$ cat src/rtl/mem_bus_arbiter_pkg.sv
// mem_bus_arbiter_pkg
//   Shared definitions for the two-cache memory bus: default bus widths,
//   request codes (same values the cache drives), arbiter FSM states and a
//   small helper used when deciding whether a port request can be captured.
package mem_bus_arbiter_pkg;

  localparam int BUS_ADDRWIDTH = 16;
  localparam int BUS_WORDWIDTH = 16;
  localparam int IOSTATEWIDTH  = 2;

  // Request codes on rwFromCacheN; 3 is never legal.
  localparam logic [IOSTATEWIDTH-1:0] RD   = 2'd0;
  localparam logic [IOSTATEWIDTH-1:0] WT   = 2'd1;
  localparam logic [IOSTATEWIDTH-1:0] IDEL = 2'd2;
  localparam logic [IOSTATEWIDTH-1:0] ILL  = 2'd3;

  typedef enum logic [1:0] {
    ARB_IDLE = 2'd0,
    ARB_BUSY = 2'd1,
    ARB_DONE = 2'd2
  } arbState_t;

  // True for codes that open a memory access.
  function automatic logic isReq(logic [IOSTATEWIDTH-1:0] rw);
    return (rw == RD) || (rw == WT);
  endfunction

endpackage

$ cat src/rtl/mem_bus_arbiter_if.sv
// mem_bus_arbiter_if
//   Bus between the two cache instances and the shared memory arbiter.
//   Ports:
//     rwFromCacheN / addrFromCacheN / dataFromCacheN : request from cache N
//     readEnToCacheN / writeDoneToCacheN              : 1-cycle completion pulses
//     addrToCacheN / dataToCacheN                     : completed address / read data
//     errOut                                          : sticky illegal-code flag
//   Modports: master = cache side, slave = arbiter side.
interface mem_bus_arbiter_if #(
  parameter int ADDRWIDTH = 16,
  parameter int WORDWIDTH = 16
);

  logic [1:0]           rwFromCache0,   rwFromCache1;
  logic [ADDRWIDTH-1:0] addrFromCache0, addrFromCache1;
  logic [WORDWIDTH-1:0] dataFromCache0, dataFromCache1;

  logic                 readEnToCache0,    readEnToCache1;
  logic                 writeDoneToCache0, writeDoneToCache1;
  logic [ADDRWIDTH-1:0] addrToCache0,      addrToCache1;
  logic [WORDWIDTH-1:0] dataToCache0,      dataToCache1;
  logic                 errOut;

  modport master (
    output rwFromCache0, addrFromCache0, dataFromCache0,
    output rwFromCache1, addrFromCache1, dataFromCache1,
    input  readEnToCache0, writeDoneToCache0, addrToCache0, dataToCache0,
    input  readEnToCache1, writeDoneToCache1, addrToCache1, dataToCache1,
    input  errOut
  );

  modport slave (
    input  rwFromCache0, addrFromCache0, dataFromCache0,
    input  rwFromCache1, addrFromCache1, dataFromCache1,
    output readEnToCache0, writeDoneToCache0, addrToCache0, dataToCache0,
    output readEnToCache1, writeDoneToCache1, addrToCache1, dataToCache1,
    output errOut
  );

endinterface

$ cat src/rtl/mem_bus_arbiter_mem_array.sv
// mem_array
//   Main memory model: single port, synchronous write, asynchronous read.
//   Contents are never reset; a location reads undefined until written.
//   Ports:
//     clk    : clock
//     we     : write enable for this cycle
//     idx    : word index (shared by read and write)
//     wrData : write word
//     rdData : combinational read of mem[idx]
module mem_array #(
  parameter int WORDWIDTH    = 16,
  parameter int MEMADDRWIDTH = 8
) (
  input  logic                    clk,
  input  logic                    we,
  input  logic [MEMADDRWIDTH-1:0] idx,
  input  logic [WORDWIDTH-1:0]    wrData,
  output logic [WORDWIDTH-1:0]    rdData
);

  localparam int DEPTH = 1 << MEMADDRWIDTH;

  logic [WORDWIDTH-1:0] mem [DEPTH];

  always_ff @(posedge clk) begin
    if (we) mem[idx] <= wrData;
  end

  assign rdData = mem[idx];

endmodule

$ cat src/rtl/mem_bus_arbiter.sv
// mem_bus_arbiter
//   Shared memory side of the two-cache snooping system. Each cache port owns
//   one request slot; captured requests are served one at a time with
//   round-robin priority against an internal word array with a fixed number
//   of BUSY cycles per access. Completion is a one-cycle readEn / writeDone
//   pulse on the requesting port, with the address (and read data) held in
//   registers until that port's next completion.
//   Ports:
//     clk   : clock, all state on posedge
//     reset : asynchronous, active-low
//     bus   : mem_bus_arbiter_if slave modport (requests in, completions out)
module mem_bus_arbiter
  import mem_bus_arbiter_pkg::*;
#(
  parameter int ADDRWIDTH    = BUS_ADDRWIDTH,
  parameter int WORDWIDTH    = BUS_WORDWIDTH,
  parameter int MEMADDRWIDTH = 8,
  parameter int LATENCY      = 4   // BUSY cycles per access, 1..15
) (
  input  logic                 clk,
  input  logic                 reset,
  mem_bus_arbiter_if.slave     bus
);

  localparam int NPORT = 2;

  // Port inputs gathered into packed arrays so per-port logic can loop.
  logic [NPORT-1:0][1:0]           rwIn;
  logic [NPORT-1:0][ADDRWIDTH-1:0] addrIn;
  logic [NPORT-1:0][WORDWIDTH-1:0] dataIn;

  assign rwIn[0]   = bus.rwFromCache0;
  assign rwIn[1]   = bus.rwFromCache1;
  assign addrIn[0] = bus.addrFromCache0;
  assign addrIn[1] = bus.addrFromCache1;
  assign dataIn[0] = bus.dataFromCache0;
  assign dataIn[1] = bus.dataFromCache1;

  // Request slots
  logic [NPORT-1:0]                pending;
  logic [NPORT-1:0][1:0]           slotRw;
  logic [NPORT-1:0][ADDRWIDTH-1:0] slotAddr;
  logic [NPORT-1:0][WORDWIDTH-1:0] slotData;

  // Arbiter FSM
  arbState_t  state, stateNxt;
  logic [3:0] cnt, cntNxt;
  logic       grant, grantNxt;
  logic       lastGrant, lastGrantNxt;
  logic       access;          // BUSY with cnt==0: the array access edge
  logic [NPORT-1:0] doneClr;   // DONE cycle: slot frees on this edge

  // Completion outputs
  logic [NPORT-1:0]                readEnR, writeDoneR;
  logic [NPORT-1:0][ADDRWIDTH-1:0] addrToR;
  logic [NPORT-1:0][WORDWIDTH-1:0] dataToR;
  logic                            errR;

  // Memory
  logic                    memWe;
  logic [WORDWIDTH-1:0]    rdData;
  logic [MEMADDRWIDTH-1:0] memIdx;

  assign memIdx = slotAddr[grant][MEMADDRWIDTH-1:0];

  // Slot capture. A full slot (including its DONE cycle) ignores the port,
  // so a held request level is only re-captured the cycle after the pulse.
  always_ff @(posedge clk or negedge reset) begin
    if (!reset) begin
      pending  <= '0;
      slotRw   <= '0;
      slotAddr <= '0;
      slotData <= '0;
    end else begin
      for (int p = 0; p < NPORT; p++) begin
        if (!pending[p] && isReq(rwIn[p])) begin
          pending[p]  <= 1'b1;
          slotRw[p]   <= rwIn[p];
          slotAddr[p] <= addrIn[p];
          slotData[p] <= dataIn[p];
        end else if (doneClr[p]) begin
          pending[p] <= 1'b0;
        end
      end
    end
  end

  // Illegal code is only noticed while the slot would have accepted it.
  always_ff @(posedge clk or negedge reset) begin
    if (!reset) begin
      errR <= 1'b0;
    end else begin
      for (int p = 0; p < NPORT; p++) begin
        if (!pending[p] && (rwIn[p] == ILL)) errR <= 1'b1;
      end
    end
  end

  always_ff @(posedge clk or negedge reset) begin
    if (!reset) begin
      state     <= ARB_IDLE;
      cnt       <= '0;
      grant     <= 1'b0;
      lastGrant <= 1'b1;   // port 0 wins the first tie
    end else begin
      state     <= stateNxt;
      cnt       <= cntNxt;
      grant     <= grantNxt;
      lastGrant <= lastGrantNxt;
    end
  end

  always_comb begin
    stateNxt     = state;
    cntNxt       = cnt;
    grantNxt     = grant;
    lastGrantNxt = lastGrant;
    access       = 1'b0;
    memWe        = 1'b0;
    doneClr      = '0;
    case (state)
      ARB_IDLE: begin
        if (pending != '0) begin
          // Tie goes to the port that was not served last.
          if (pending == 2'b11) grantNxt = ~lastGrant;
          else                  grantNxt = pending[1];
          lastGrantNxt = grantNxt;
          cntNxt       = 4'(LATENCY - 1);
          stateNxt     = ARB_BUSY;
        end
      end
      ARB_BUSY: begin
        if (cnt != 4'd0) begin
          cntNxt = cnt - 4'd1;
        end else begin
          access   = 1'b1;
          memWe    = (slotRw[grant] == WT);
          stateNxt = ARB_DONE;
        end
      end
      ARB_DONE: begin
        doneClr[grant] = 1'b1;
        stateNxt       = ARB_IDLE;
      end
      default: stateNxt = ARB_IDLE;
    endcase
  end

  // Completion registers load on the access edge so the pulse and the
  // address/data line up exactly with the DONE cycle.
  always_ff @(posedge clk or negedge reset) begin
    if (!reset) begin
      readEnR    <= '0;
      writeDoneR <= '0;
      addrToR    <= '0;
      dataToR    <= '0;
    end else begin
      readEnR    <= '0;
      writeDoneR <= '0;
      if (access) begin
        addrToR[grant] <= slotAddr[grant];
        if (slotRw[grant] == RD) begin
          readEnR[grant] <= 1'b1;
          dataToR[grant] <= rdData;
        end else begin
          writeDoneR[grant] <= 1'b1;
        end
      end
    end
  end

  mem_array #(
    .WORDWIDTH    (WORDWIDTH),
    .MEMADDRWIDTH (MEMADDRWIDTH)
  ) uMem (
    .clk    (clk),
    .we     (memWe),
    .idx    (memIdx),
    .wrData (slotData[grant]),
    .rdData (rdData)
  );

  assign bus.readEnToCache0    = readEnR[0];
  assign bus.readEnToCache1    = readEnR[1];
  assign bus.writeDoneToCache0 = writeDoneR[0];
  assign bus.writeDoneToCache1 = writeDoneR[1];
  assign bus.addrToCache0      = addrToR[0];
  assign bus.addrToCache1      = addrToR[1];
  assign bus.dataToCache0      = dataToR[0];
  assign bus.dataToCache1      = dataToR[1];
  assign bus.errOut            = errR;

endmodule

$ cat src/flat_wrapper.sv
// flat-port wrapper written by rule: the top's interface ports become plain ports
module mem_bus_arbiter_flat import mem_bus_arbiter_pkg::*;
#(
  parameter int ADDRWIDTH    = BUS_ADDRWIDTH,
  parameter int WORDWIDTH    = BUS_WORDWIDTH,
  parameter int MEMADDRWIDTH = 8,
  parameter int LATENCY      = 4                                   
)
  (clk, reset, bus_rwFromCache0, bus_addrFromCache0, bus_dataFromCache0, bus_rwFromCache1, bus_addrFromCache1, bus_dataFromCache1, bus_readEnToCache0, bus_writeDoneToCache0, bus_addrToCache0, bus_dataToCache0, bus_readEnToCache1, bus_writeDoneToCache1, bus_addrToCache1, bus_dataToCache1, bus_errOut);
  mem_bus_arbiter_if #(.ADDRWIDTH(ADDRWIDTH), .WORDWIDTH(WORDWIDTH)) bus_i ();
  input  logic clk;
  input  logic reset;
  input wire logic [$bits(bus_i.rwFromCache0)-1:0] bus_rwFromCache0;
  input wire logic [$bits(bus_i.addrFromCache0)-1:0] bus_addrFromCache0;
  input wire logic [$bits(bus_i.dataFromCache0)-1:0] bus_dataFromCache0;
  input wire logic [$bits(bus_i.rwFromCache1)-1:0] bus_rwFromCache1;
  input wire logic [$bits(bus_i.addrFromCache1)-1:0] bus_addrFromCache1;
  input wire logic [$bits(bus_i.dataFromCache1)-1:0] bus_dataFromCache1;
  output wire logic [$bits(bus_i.readEnToCache0)-1:0] bus_readEnToCache0;
  output wire logic [$bits(bus_i.writeDoneToCache0)-1:0] bus_writeDoneToCache0;
  output wire logic [$bits(bus_i.addrToCache0)-1:0] bus_addrToCache0;
  output wire logic [$bits(bus_i.dataToCache0)-1:0] bus_dataToCache0;
  output wire logic [$bits(bus_i.readEnToCache1)-1:0] bus_readEnToCache1;
  output wire logic [$bits(bus_i.writeDoneToCache1)-1:0] bus_writeDoneToCache1;
  output wire logic [$bits(bus_i.addrToCache1)-1:0] bus_addrToCache1;
  output wire logic [$bits(bus_i.dataToCache1)-1:0] bus_dataToCache1;
  output wire logic [$bits(bus_i.errOut)-1:0] bus_errOut;
  assign bus_i.rwFromCache0 = bus_rwFromCache0;
  assign bus_i.addrFromCache0 = bus_addrFromCache0;
  assign bus_i.dataFromCache0 = bus_dataFromCache0;
  assign bus_i.rwFromCache1 = bus_rwFromCache1;
  assign bus_i.addrFromCache1 = bus_addrFromCache1;
  assign bus_i.dataFromCache1 = bus_dataFromCache1;
  assign bus_readEnToCache0 = bus_i.readEnToCache0;
  assign bus_writeDoneToCache0 = bus_i.writeDoneToCache0;
  assign bus_addrToCache0 = bus_i.addrToCache0;
  assign bus_dataToCache0 = bus_i.dataToCache0;
  assign bus_readEnToCache1 = bus_i.readEnToCache1;
  assign bus_writeDoneToCache1 = bus_i.writeDoneToCache1;
  assign bus_addrToCache1 = bus_i.addrToCache1;
  assign bus_dataToCache1 = bus_i.dataToCache1;
  assign bus_errOut = bus_i.errOut;
  mem_bus_arbiter #(.ADDRWIDTH(ADDRWIDTH), .WORDWIDTH(WORDWIDTH), .MEMADDRWIDTH(MEMADDRWIDTH), .LATENCY(LATENCY)) u_core (.clk(clk), .reset(reset), .bus(bus_i));
endmodule
$ cat config.mk
export PLATFORM = sky130hd
export DESIGN_NAME = mem_bus_arbiter_flat
export DESIGN_NICKNAME = d
export VERILOG_FILES = /design/src/rtl/mem_bus_arbiter_pkg.sv /design/src/rtl/mem_bus_arbiter_if.sv /design/src/rtl/mem_bus_arbiter_mem_array.sv /design/src/rtl/mem_bus_arbiter.sv /design/src/flat_wrapper.sv
export SDC_FILE = /design/constraint.sdc
export NUM_CORES = 2
export LEC_CHECK = 0
export BUFFER_PORTS_ARGS = -buffer_cell sky130_fd_sc_hd__buf_2
export CORE_ASPECT_RATIO = 1.75
export CORE_MARGIN = 3
export CORE_UTILIZATION = 50
export DETAILED_ROUTE_END_ITERATION = 10
export PLACE_DENSITY_LB_ADDON = 0.15
export SLEW_MARGIN = 10
export SYNTH_ARGS = -nofsm -noshare
export SYNTH_HDL_FRONTEND = slang
export SYNTH_SLANG_ARGS = --single-unit
$ cat constraint.sdc
create_clock -name clk -period 8.4 [get_ports clk]
set_input_delay 0.42 -clock clk [delete_from_list [all_inputs] [get_ports clk]]
set_output_delay 0.42 -clock clk [all_outputs]
set_load 0.005 [all_outputs]
Word level (Yosys, flattened, before mapping):

Memory sizes are Yosys's and may differ from the RTL's.
Cells that the tools add are included.

* bits in registers: 147
* RAM bits: 4096
* bits of input ports: 70
* logic and storage cells: 94
* memories: 1

* $add $sub $neg: 1
* magnitude comparators: 2
* eq/ne operators: 11
* muxes and demuxes: 36
* bitwise gates (word level): 1
* reduce and logical (&&, ||, !) cells: 23

Memory list
* u_core.uMem.mem: words 256, width 16, rd ports 1, clocked after Yosys merged registers in 0, write ports 1, RTL line mem_bus_arbiter_mem_array.sv:23 `logic [WORDWIDTH-1:0] mem [DEPTH];`

Operators with widths (number)
* 16-bit 2-to-1 mux: 5
* 32-bit bitwise mux: 2
* 2-bit 2-to-1 mux: 9
* 16-bit demux with 1-bit select: 1
* 1-bit 2-to-1 mux: 14
* 2-bit nonzero test: 5
* 2-bit by 1-bit equality test with 1-bit output (second input constant): 4
* 2-bit equality test (second input constant): 4
* 2-bit zero test: 4
* 4-bit 2-to-1 mux: 2
* 4-bit case mux with 2 select lines: 1
* 2-bit AND reduction: 3
* 1-bit logical AND: 5
* 2-bit by 1-bit inequality test with 1-bit output (second input constant): 2
* 2-bit case mux with 2 select lines: 1
* 4-bit nonzero test: 1
* 4-bit by 1-bit subtractor with 4-bit output (second input constant): 1
* 3-bit AND reduction: 1
* 1-bit zero test: 2
* 1-bit logical OR: 2
* 1-bit by 2-bit < comparator with 1-bit output (second input constant): 1
* 2-bit inequality test (second input constant): 1
* 1-bit demux with 1-bit select: 1
* 1-bit >= comparator (second input constant): 1
* 1-bit NOT: 1

Logic depth before layout (Yosys ltp):

* word-level depth: 7
* depth in mapped cells: 11

Cells and area by module:

From an unflattened synthesis, not the netlist that was laid out.

* cell total of the unflattened synthesis: 7082
* area total of the unflattened synthesis: 160959.4 µm²

By module, submodules not included
* mem_array: instances 1, cells an instance 6711, area each 155078.7 µm², sequential area each 122998.0 µm²
* mem_bus_arbiter: instances 1, cells an instance 371, area each 5880.6 µm², sequential area each 3679.8 µm²

Worst setup path after synthesis:

OpenSTA, ideal clock, no wires.

* path kind: reg2reg
* start: reg u_core.grant
* end: mem u_core.uMem.mem[0][10], data pin
* setup time: 0.555 ns
* arrival: 3.770 ns
* data required time: 7.845 ns
* setup slack: 4.075 ns
* stages on the path, launching flop included: 7
* period minus slack after synthesis: 4.325 ns
* path through: dfrtp_1 -> clkbuf_1 -> buf_2 -> buf_1 -> clkbuf_1 -> buf_1 -> mux2_2

* cells in the longest elaborated chain, start to end: 2

RTL lines
* start, declared: RTL line mem_bus_arbiter.sv:48 `logic grant, grantNxt;`
* start signal, assigned: RTL line mem_bus_arbiter.sv:108 `grant <= grantNxt;`
* 16-bit 2-to-1 mux (implied by the code) (2 in a row): RTL line mem_bus_arbiter.sv:179 `.wrData (slotData[grant]),`
* via u_core.uMem.wrData[10]: RTL line mem_bus_arbiter_mem_array.sv:17 `input logic [WORDWIDTH-1:0] wrData,`
* end, declared: RTL line mem_bus_arbiter_mem_array.sv:23

The timed path passes the listed nets, and every way through them passes these cells. The select of a mux whose other input is x is not followed.

Worst setup path after layout:

* start: reg u_core.grant
* end: reg u_core.dataToR (netlist bit u_core.bus.dataToCache0[11])

* cells in the longest elaborated chain, start to end: 5
* elaborated cells on any way between the ends: 13
* those cells by class: 2 x order compare; 7 x mux; 3 x reduce/logical; 1 x memory

RTL lines
* parallel branches: the longest is 5 deep, another holds memory 256 x 16 bit
* end signal, assigned by index: RTL line mem_bus_arbiter.sv:164 `dataToR[grant] <= rdData;`
* end, declared: RTL line mem_bus_arbiter.sv:56 `logic [NPORT-1:0][WORDWIDTH-1:0] dataToR;`

Several ways; the timed one is not identified. The select of a mux whose other input is x is not followed.
A chain may end at the register's enable or synchronous reset.

==> reports/metrics.yaml <==
final_layout:
  drive_gt1_frac: 0.289
  syn2layout_area_growth_pct: 13.2
  nets: 7890
  layout.cell_area.non_filler_um2: 182000
setup_path:
  worst-setup-path-type: "register to register"
  critPathLaunchType: "register"
  timing.critical_path.to_type: "register"
  cp.required_ps: 9190
  reg2reg_setup_slack_ps: 2450
  cpMostUsedCell: "sky130_fd_sc_hd__buf_4"
  cp_slowest_cell: "sky130_fd_sc_hd__a2111oi_1"
  critical_path_fanouts_max: 50
  critical_path.max_stage_delay_ps: 1190
  crit_path_cell_trace: "buf_4, mux2_8, buf_4, mux4_2, a22oi_1, a41oi_1, a2111oi_1, nand3_1, mux2_2"
  critPathBufInv: 2
  cell_family_with_most_cp_delay: "compound AO/OA/AOI/OAI gates"
  timing.critical_path.arrival_ps: 6740
hold_path:
  hold_wc_path_type: "primary input to asynchronous set/reset pin"
pwr:
  power_per_standard_cell_area_nw_per_um2: 387
  total_power_mw: 70.4
  power.leakage_nw: 56.4
  worst_ir_drop_vdd_uv: 481
placement:
  postPlaceCellArea_um2: 169000
  hpwl_um: 275000
  port-buffer-count: 138
  dp_slack_ps: 2380
  place_congestion: 0.856
timing:
  setup_violations: 0
  max_freq_mhz: 168
  final.period_utilization: 0.708
  finalHoldWorstSlack_ps: 219
  number_of_max_slew_violations_in_the_final_report: 0
  timing.final.crit_period_ps: 5950
  final.setup.tns_ps: 0
  timing_worst_slew_pin_value_ps: 1390
  final_hold_viol_count: 0
  relSlewSlack: 0.0761
  setup_repair_after_global_routing_missed_its_margin: "no"
  clock_skew_ps: 48.6
  final.setup.worst_slack_ps: 2450
drt:
  drtAntennaViolNets: 0
  route.detailed.vias_per_inst: 6.32
  first_pass_iteration_count_of_the_detailed_router: 6
  remaining_drcs: 0
  via_count: 78400
  first_iter_violations: 8940
  drt-wirelength-per-cell_um: 36.5
  routed_wl_um: 453000
floorplan:
  die_area_um2: 329000
  initial_utilization: 0.504
  io_pins: 139
  placementRows: 274
  die_y_um: 756
  die_w_um: 435
  floorplan.core_area_um2: 319000
global_route:
  gr-usage-all-layers: 0.275
  first_global_vias: 81000
  grt_start_max_net_pins: 181
  grt_antenna_before_repair: 29
  global_route_wire_length_before_repair_um: 636000
  grt_overflow: 0
synthesis:
  yosys_most_used_dff: "sky130_fd_sc_hd__edfxtp_1"
  post_synth_inst_count: 7257
  number_of_warning_messages_in_the_yosys_log: 0
  synth.avg_cell_area_um2: 22.2
  yosys.cell_types.count: 48
  postSynth.asyncResetShare: 0.0346
  yosys_register_bits: 4243
  yosysSeqAreaShare: 0.787
  netlist_area_um2: 161000
  postSynthNetCount: 7328
  number_of_flops_mapped_to_enable_cells_by_yosys: 4096
cts:
  clk_latency_ps: 940
  numCtsBuffers: 365
  ctsLongestPathBuffers: 4
  cts-resized-gates: 0
  htreeDepth: 5
  cts_sinks: 4243
  worst_setup_hold_path_clk_slew_ps: 70
  tritoncts_clock_tree: "done"
  cts_root_buffer: "sky130_fd_sc_hd__clkbuf_16"
status:
  status: "completed"
flow_run:
  maxCapViolations: 0
==> registers in the layout (all words and copies together) (netlist names), 2 cells and up <==
register                 count
u_core.writeDoneR            2
u_core.slotData             32
u_core.cnt                   4
u_core.slotAddr             32
u_core.bus.dataToCache0     16
u_core.readEnR               2
u_core.bus.addrToCache1     16
u_core.state                 2
u_core.slotRw                4
u_core.uMem.mem           4096
u_core.pending               2
u_core.bus.addrToCache0     16
u_core.bus.dataToCache1     16
==> through the flow <==
stage | instances | util
detailed placement | 11700 | 0.531
finish | 12400 | 0.570
global route | 12400 | 0.570
CTS | 12400 | 0.570
floorplan | 7257 | -
global placement | 11700 | 0.530
==> final timing paths <==
path                       cells after the start                                 endpoint                                    from
hold / removal                                 2           u_core.slotAddr[9]$_DFFE_PN0P_                                   reset
max in group asynchronous                      3                 u_core.grant$_DFFE_PN0P_                                   reset
setup reg to reg                               9  u_core.bus.dataToCache0[11]$_DFFE_PN0P_                u_core.grant$_DFFE_PN0P_
setup / recovery                               9  u_core.bus.dataToCache0[11]$_DFFE_PN0P_                u_core.grant$_DFFE_PN0P_
min in group clk                               3          u_core.slotData[22]$_DFFE_PN0P_                   bus_dataFromCache1[6]
hold reg to reg                                2   u_core.bus.addrToCache1[4]$_DFFE_PN0P_  u_core.bus.addrToCache1[4]$_DFFE_PN0P_
==> report_power, final <==
group,internal (mW),leakage (nW),switching [mW]
clock,9.51,5.80,7.57
sequential,28.3,38.9,0.399
combinational,8.40,11.7,16.2
total,46.2,56.4,24.2
==> timing repair <==
action,in CTS,in global routing
setup buffers,0,0
hold buffers,72,0
endpoints found under the hold margin,161,0
==> synth_stat cells, types with 2 or more instances <==
cell | instances | area, um2
sky130_fd_sc_hd__a21oi_1 | 3 | 15.0
sky130_fd_sc_hd__or3b_2 | 3 | 26.3
sky130_fd_sc_hd__a22oi_1 | 262 | 1970
sky130_fd_sc_hd__nand2_1 | 547 | 2050
sky130_fd_sc_hd__mux4_2 | 1024 | 23100
sky130_fd_sc_hd__dfrtp_1 | 146 | 3650
sky130_fd_sc_hd__a2111oi_0 | 16 | 140
sky130_fd_sc_hd__nand3_1 | 22 | 110
sky130_fd_sc_hd__mux2_2 | 143 | 1610
sky130_fd_sc_hd__mux2i_1 | 2 | 20.0
sky130_fd_sc_hd__buf_6 | 4 | 45.0
sky130_fd_sc_hd__nor3b_1 | 3 | 22.5
sky130_fd_sc_hd__a31oi_1 | 3 | 18.8
sky130_fd_sc_hd__and2_1 | 2 | 12.5
sky130_fd_sc_hd__nand3b_1 | 3 | 22.5
sky130_fd_sc_hd__or3_1 | 2 | 12.5
sky130_fd_sc_hd__a21o_1 | 3 | 22.5
sky130_fd_sc_hd__nor3_1 | 37 | 185
sky130_fd_sc_hd__nor4_1 | 33 | 206
sky130_fd_sc_hd__inv_1 | 8 | 30.0
sky130_fd_sc_hd__a41oi_1 | 176 | 1540
sky130_fd_sc_hd__or2_2 | 3 | 18.8
sky130_fd_sc_hd__nand4_1 | 32 | 200
sky130_fd_sc_hd__clkbuf_1 | 240 | 901
sky130_fd_sc_hd__buf_4 | 4 | 30.0
sky130_fd_sc_hd__buf_2 | 110 | 551
sky130_fd_sc_hd__o21ai_0 | 8 | 40.0
sky130_fd_sc_hd__nor2b_1 | 7 | 43.8
sky130_fd_sc_hd__nor2_1 | 237 | 890
sky130_fd_sc_hd__nand2b_1 | 2 | 12.5
sky130_fd_sc_hd__a2bb2oi_1 | 3 | 26.3
sky130_fd_sc_hd__edfxtp_1 | 4096 | 123000
sky130_fd_sc_hd__a22o_1 | 3 | 26.3
sky130_fd_sc_hd__buf_1 | 56 | 210
==> worst reg2reg max path, stage by stage, from the launching register on <==
cell and delay (ps):
sky130_fd_sc_hd__dfrtp_2 380, sky130_fd_sc_hd__buf_4 620, sky130_fd_sc_hd__mux2_8 690, sky130_fd_sc_hd__buf_4 680, sky130_fd_sc_hd__mux4_2 450, sky130_fd_sc_hd__a22oi_1 790, sky130_fd_sc_hd__a41oi_1 430, sky130_fd_sc_hd__a2111oi_1 1190
sky130_fd_sc_hd__nand3_1 260, sky130_fd_sc_hd__mux2_2 350
==> cell usage in the layout, fill, tap and decap left out, types with 65 or more instances in the layout <==
master / synthesis / routed
sky130_fd_sc_hd__edfxtp_1: 4096 / 4096
sky130_fd_sc_hd__mux4_2: 1024 / 1024
sky130_fd_sc_hd__nand2_1: 547 / 544
sky130_fd_sc_hd__clkbuf_16: 0 / 376
sky130_fd_sc_hd__buf_4: 4 / 365
sky130_fd_sc_hd__a22oi_1: 262 / 258
sky130_fd_sc_hd__nor2_1: 237 / 197
sky130_fd_sc_hd__a41oi_1: 176 / 163
sky130_fd_sc_hd__dfrtp_1: 146 / 145
sky130_fd_sc_hd__buf_2: 110 / 137
sky130_fd_sc_hd__mux2_2: 143 / 126
sky130_fd_sc_hd__clkbuf_1: 240 / 78
sky130_fd_sc_hd__dlygate4sd3_1: 0 / 72
sky130_fd_sc_hd__clkinv_2: 0 / 68
sky130_fd_sc_hd__clkinv_1: 0 / 65
==> kinds of logic (layout without fill, tap and decap cells) <==
family	after synthesis	count (layout)	share of synthesized area
other	0	15	0
AND/OR/NAND/NOR	936	936	0.0239
adder cells (fa/ha/maj)	1	1	0.0000778
AO/OA/AOI/OAI	484	484	0.0240
flip-flops	4243	4243	0.787
buffers and inverters	423	1280	0.0110
multiplexers	1170	1170	0.154
==> cell type report <==
cell class | count | area (um2)
fill | 23300 | 137000
sequential | 4243 | 127000
multi-input combinational | 2591 | 33300
clock buffer | 461 | 9800
tap | 4278 | 5350
timing repair buffer | 609 | 4810
clock inverter | 201 | 2060
antenna | 15 | 37.5
inverter | 9 | 33.8
==> layer usage <==
layer / GRT usage / up-vias / wire [um]
li1: - / 31700 / -
met5: 0 / - / 46
met2: 0.483 / 3199 / 240000
met4: 0.164 / 8 / 32100
met3: 0.0366 / 770 / 27000
met1: 0.325 / 42800 / 154000
No activity file was read; power rests on OpenSTA's default activity.
